===== config.mk =====
export PLATFORM = sky130hd
export DESIGN_NAME = sram_dual_master_arbiter
export DESIGN_NICKNAME = d
export VERILOG_FILES = /design/src/rtl/sram_dual_master_arbiter.sv
export SDC_FILE = /design/constraint.sdc
export NUM_CORES = 1
export LEC_CHECK = 0
export BUFFER_PORTS_ARGS = -buffer_cell sky130_fd_sc_hd__buf_2
export CAP_MARGIN = 30
export CORE_AREA = 8 8 90 92
export DETAILED_ROUTE_END_ITERATION = 8
export DIE_AREA = 0 0 98 100
export PLACE_DENSITY_LB_ADDON = 0.15
export SLEW_MARGIN = 20
export SYNTH_ARGS = -nofsm -noshare
export SYNTH_HDL_FRONTEND = slang
export SYNTH_SLANG_ARGS = --single-unit

===== constraint.sdc =====
create_clock -name clk -period 1.6 [get_ports clk]
set_input_delay 0.08 -clock clk [delete_from_list [all_inputs] [get_ports clk]]
set_output_delay 0.08 -clock clk [all_outputs]
set_load 0.05 [all_outputs]

===== src/rtl/sram_dual_master_arbiter.sv =====
// rtl/sram_dual_master_arbiter.sv - two Avalon-MM masters sharing one single-port SRAM
module sram_dual_master_arbiter #(
    parameter int   ADDR_W   = 10,
    parameter int   DATA_W   = 32,
    localparam int  BE_W     = DATA_W / 8,
    parameter int   ARB_MODE = 0
) (
    input  logic              clk,
    input  logic              reset_n,

    input  logic [ADDR_W-1:0] m0_address,
    input  logic [BE_W-1:0]   m0_byteenable,
    input  logic              m0_read,
    input  logic              m0_write,
    input  logic [DATA_W-1:0] m0_writedata,
    output logic              m0_waitrequest,
    output logic [DATA_W-1:0] m0_readdata,
    output logic              m0_readdatavalid,

    input  logic [ADDR_W-1:0] m1_address,
    input  logic [BE_W-1:0]   m1_byteenable,
    input  logic              m1_read,
    input  logic              m1_write,
    input  logic [DATA_W-1:0] m1_writedata,
    output logic              m1_waitrequest,
    output logic [DATA_W-1:0] m1_readdata,
    output logic              m1_readdatavalid,

    output logic [ADDR_W-1:0] sram_address,
    output logic [BE_W-1:0]   sram_byteenable,
    output logic              sram_chipselect,
    output logic              sram_write,
    output logic [DATA_W-1:0] sram_writedata,
    input  logic [DATA_W-1:0] sram_readdata
);

    logic req0, req1;
    logic grant0, grant1;
    logic rr_last;   // 1 = m1 was granted last, so m0 wins the next tie
    logic rd_vld;
    logic rd_owner;  // 1 = pending read data belongs to m1
    logic rd_accept;

    assign req0 = m0_read | m0_write;
    assign req1 = m1_read | m1_write;

    // Pick at most one master per cycle; nothing is granted while reset is held
    always_comb begin
        grant0 = 1'b0;
        grant1 = 1'b0;
        if (reset_n) begin
            if (ARB_MODE == 1) begin
                grant0 = req0;
                grant1 = req1 & ~req0;
            end else begin
                grant1 = req1 & (~req0 | ~rr_last);
                grant0 = req0 & ~grant1;
            end
        end
    end

    assign m0_waitrequest = ~reset_n | (req0 & ~grant0);
    assign m1_waitrequest = ~reset_n | (req1 & ~grant1);

    // With no grant the m0 request passes through as don't-care; only chipselect/write matter
    assign sram_address    = grant1 ? m1_address    : m0_address;
    assign sram_byteenable = grant1 ? m1_byteenable : m0_byteenable;
    assign sram_writedata  = grant1 ? m1_writedata  : m0_writedata;
    assign sram_chipselect = grant0 | grant1;
    assign sram_write      = (grant0 & m0_write) | (grant1 & m1_write);

    // Read+write from one master is a write; the read half never produces data
    assign rd_accept = (grant0 & m0_read & ~m0_write) | (grant1 & m1_read & ~m1_write);

    // Round-robin history and the one-deep read return pipeline
    always_ff @(posedge clk or negedge reset_n) begin
        if (!reset_n) begin
            rr_last  <= 1'b1;
            rd_vld   <= 1'b0;
            rd_owner <= 1'b0;
        end else begin
            if (grant0) begin
                rr_last <= 1'b0;
            end else if (grant1) begin
                rr_last <= 1'b1;
            end
            rd_vld   <= rd_accept;
            rd_owner <= grant1;
        end
    end

    assign m0_readdatavalid = rd_vld & ~rd_owner;
    assign m1_readdatavalid = rd_vld &  rd_owner;
    assign m0_readdata      = sram_readdata;
    assign m1_readdata      = sram_readdata;

    a_m0_rd_wr_exclusive: assert property (@(posedge clk) disable iff (!reset_n) !(m0_read && m0_write));
    a_m1_rd_wr_exclusive: assert property (@(posedge clk) disable iff (!reset_n) !(m1_read && m1_write));

endmodule


==> summary by stage <==
Power and ir drop
Combinational logic burns about four fifths of the power. The analysis attributes to cell leakage a power of 1.20 nW. For this design the ratio of total power to cell area is between 700 and 800 nW/um^2. The internal power of the cells totals about 0.80 mW. The switching power summed over all nets is ~0.79 mW. Of the total power, registers draw between 5 and 6%. Of the total power, the clock network draws approximately 14%. IR analysis of the VDD net gives a maximum drop of between 0.0002 and 0.00025 V. The switching part of the total power is 49.8%.

Final layout
Summing all multi-input logic gate instances after layout gives 757 um^2. The post-route non-filler standard cell count is just over 300. Fill cells in the final layout number between 700 and 800.

The combined flip-flop and latch cell area is between 70 and 80 um^2. The relative area change from synthesis to final layout is 68.3%. The layout cell share with drive strength beyond 1 is between 80% and 90%.

The repair_antennas step left the layout with diodes totalling 0. After the last flow step, the layout net total stands at about 360.

Global routing
The maximum number of pins on one net before global-route repair is 25. The via count of the first global-routing pass was around 1500. Global routing used between 10% and 20% of the available tracks.

The initial antenna violation count is 0. The total congestion overflow is 0. The wire length of the first global-routing pass is between 8 and 9 mm.

STA
The post-route clock skew is approximately 0.0047 ns. Based on the critical path, the design can be clocked at up to approximately 560 MHz. Dividing the final minimum period by the clock period gives 113%. The number of endpoints with negative hold slack in the final report is 0. The max-slew violation count is 0.

The measured slew at the worst slew-check pin is around 0.30 ns. The minimum clock period after layout is 1.80 ns. Setup violations remaining at the end of the flow were counted as between 40 and 50. Final hold analysis gives a worst-case slack of between 0.15 and 0.2 ns.

Across all setup checks in the final design, the least slack found is -0.201 ns. The relative slew slack is 80.1%. Setup repair after global routing could not meet its margin everywhere.

Routing
The vias after detailed routing is 1310. For this block, the initial DRC count from the detailed router was 38. The number of DRC violations after detailed routing is 0. Using the TritonRoute via totals, the vias-per-cell ratio works out to 4.21.

The first-pass detailed-route iteration total is 4. In the final routed layout, each cell accounts on average for between 15 and 20 um. Wires add up to around 5.7 mm.

The number of nets with antenna violations after routing is 0.

Synth
The number of nets in the synthesized netlist is 270. The proportion of synthesized flip-flops having asynchronous set or reset is 100%. Each instance of the synthesized netlist takes up on average ~9 um^2.

In this run the cell area of the synthesized design comes to ~1300 um^2. The number of enable-type register cells in the synthesized netlist is 0. Of the synthesized area, sequential elements account for under 10%. After synthesis the netlist holds a flip-flop and latch count of 3. By count the netlist is led by sky130_fd_sc_hd__buf_4 (64), sky130_fd_sc_hd__mux2_2 (39), sky130_fd_sc_hd__mux2_4 (7), sky130_fd_sc_hd__nand2_1 (4), sky130_fd_sc_hd__o21ai_0 (4). The total number of yosys warnings is 0. For this run, the leading register cell type out of synthesis is sky130_fd_sc_hd__dfrtp_1.

The number of library cell types mapped by synthesis is 20. The library cell occupying the most area in the post-synthesis netlist is sky130_fd_sc_hd__buf_4. In the post-synthesis netlist, the cell with the most instances is sky130_fd_sc_hd__buf_4. The area fraction of the dominant cell type after synthesis is around two fifths. By area the synthesized netlist is led by sky130_fd_sc_hd__buf_4 (38%), sky130_fd_sc_hd__mux2_2 (35%), sky130_fd_sc_hd__mux2_4 (8.4%). The number of instances in the synthesized netlist is between 100 and 150.

CTS
TritonCTS built the clock tree. The clock root buffer is sky130_fd_sc_hd__clkbuf_8. The clock transition at the registers of the reported paths is approximately 0.04 ns. TritonCTS created 3 clock buffers. For this design, the sink count on the clock tree is 3. Clock latency on the worst-skew pair, taken at its later pin, is ~0.22 ns. The level count of the clock H-tree is 1. The buffer depth of the longest clock path is 2.

Setup path
The kind of critical path is reg -> out. The element type at the critical path start is a register. On the critical path the largest part of the delay comes from flip-flops.

By instance count, the cell type seen most on the critical path is sky130_fd_sc_hd__buf_6. The worst endpoint required time is ~1.5 ns. The largest single stage delay on the critical path is approximately 0.53 ns.

The worst setup path is captured at a primary output. The number of buffer and inverter instances along the worst setup path is 4. The standard cell with the maximum stage delay on the critical path is sky130_fd_sc_hd__dfstp_2. The endpoint arrival time on the critical path is 1.72 ns. In this run the worst path has a maximum fanout of 3. The signal on the critical path passes through o21ai_2, o211ai_4, buf_4, buf_6, buf_6, mux2_4, buf_8.

Floorplanning
The floorplan step set the die width to approximately 98 um. The floorplan step defined a core boundary enclosing about 6600 um^2. The die outline height is approximately 100 um. The starting density of the core is about a fifth. The count of standard-cell rows is 30. The die outline area is 9800 um^2. The number of ports placed on the die boundary is between 200 and 250.

Status
The run finished, with violations left. The checks that failed: setup timing.

Place
The count of placed standard cells including taps is slightly above 300. In this run the tool buffered the top-level ports with 149 buffer cells. Routability-driven placement finished with a final weighted congestion of between 0.7 and 0.8. Before CTS, the worst setup slack after placement is -0.0234 ns. The HPWL after detailed placement is approximately 4.7 mm.

Hold path
In this run the worst hold path is classified as in -> out.

Job
The total of max-cap violations is 0.
layer usage:
metal  wire, um  global-route usage, %  vias to the layer above
li1           -                      -                      591
met1       2120                   10.8                      567
met2       2730                   17.4                      118
met3        691                   5.26                       34
met4        138                   4.20                        0
met5          0                      0                        -
logic make-up after synthesis:
group | share of synthesized area, %
DFF | 6.08
muxes | 43.3
buffers and inverters | 42.1
AOI/OAI and AO/OA | 5.48
and+or+nand+nor | 2.99
metrics by stage:
step,setup TNS [ns],instance area (um^2),util (%),power [mW]
final,-7.30,2110,31.8,1.59
after global routing,-9.48,2110,31.8,1.65
after CTS,-7.52,2030,30.6,1.55
after detailed placement,-0.226,1650,24.8,1.12
after global placement,-0.0179,1650,24.8,1.12
after floorplan,0,1260,-,1.25
cell usage in the layout (no fill, tap or decap), types with 2 or more instances in the layout:
| cell | count |
|---|---|
| sky130_fd_sc_hd__buf_2 | 103 |
| sky130_fd_sc_hd__buf_6 | 47 |
| sky130_fd_sc_hd__mux2_4 | 32 |
| sky130_fd_sc_hd__mux2_2 | 14 |
| sky130_fd_sc_hd__nand2_1 | 4 |
| sky130_fd_sc_hd__inv_1 | 3 |
| sky130_fd_sc_hd__o21ai_0 | 3 |
| sky130_fd_sc_hd__clkbuf_8 | 3 |
| sky130_fd_sc_hd__a21oi_1 | 2 |
| sky130_fd_sc_hd__buf_12 | 2 |
| sky130_fd_sc_hd__buf_4 | 2 |
| sky130_fd_sc_hd__dfrtp_1 | 2 |
flip-flops by register name, indices dropped and copies added (netlist names):
| signal | cells |
|---|---|
| rd_vld | 1 |
| rd_owner | 1 |
| rr_last | 1 |
worst register-to-register path, stage by stage (launching register included):
cell and delay (ns):
sky130_fd_sc_hd__dfstp_2 0.53, sky130_fd_sc_hd__o21ai_2 0.07, sky130_fd_sc_hd__o211ai_4 0.12, sky130_fd_sc_hd__buf_12 0.23, sky130_fd_sc_hd__inv_1 0.06
power groups by stage:
stage / combinational (mW) / sequential, mW / clock (mW)
final: 1.26 / 0.0931 / 0.229
after floorplan: 1.15 / 0.0955 / 0
after global routing: 1.31 / 0.0951 / 0.241
after global placement: 1.03 / 0.0924 / 0
after CTS: 1.22 / 0.0931 / 0.231
after detailed placement: 1.02 / 0.0934 / 0
final cells by class:
class	count	share of cell area, %
flip-flops and latches	3	3.61
inverters	3	0.533
repair buffers	156	53.2
well taps	80	4.73
multi-input cells	65	35.8
clock buffers	4	2.13
what timing repair did:
action / CTS / global route
hold buffers: 1 / 0
resized for setup: 99 / 22
endpoints found under the hold margin: 3 / 0
setup buffers: 2 / 0
endpoints found under the setup margin: 46 / 47
final timing paths:
| check | start | to | slack (ns) | cells after the start |
|---|---|---|---|---|
| hold / removal | sram_readdata[16] | m0_readdata[16] | 0.16 | 0 |
| hold reg to reg | rr_last | rr_last | 0.62 | 3 |
| setup reg to reg | rr_last | rd_owner | 0.47 | 4 |
| max in group asynchronous | reset_n | rr_last | 1.02 | 2 |
| min in group asynchronous | reset_n | rd_vld | 0.34 | 2 |
| setup / recovery | rr_last | sram_writedata[23] | -0.20 | 7 |
Note: power is estimated with default switching activity, not from simulation.
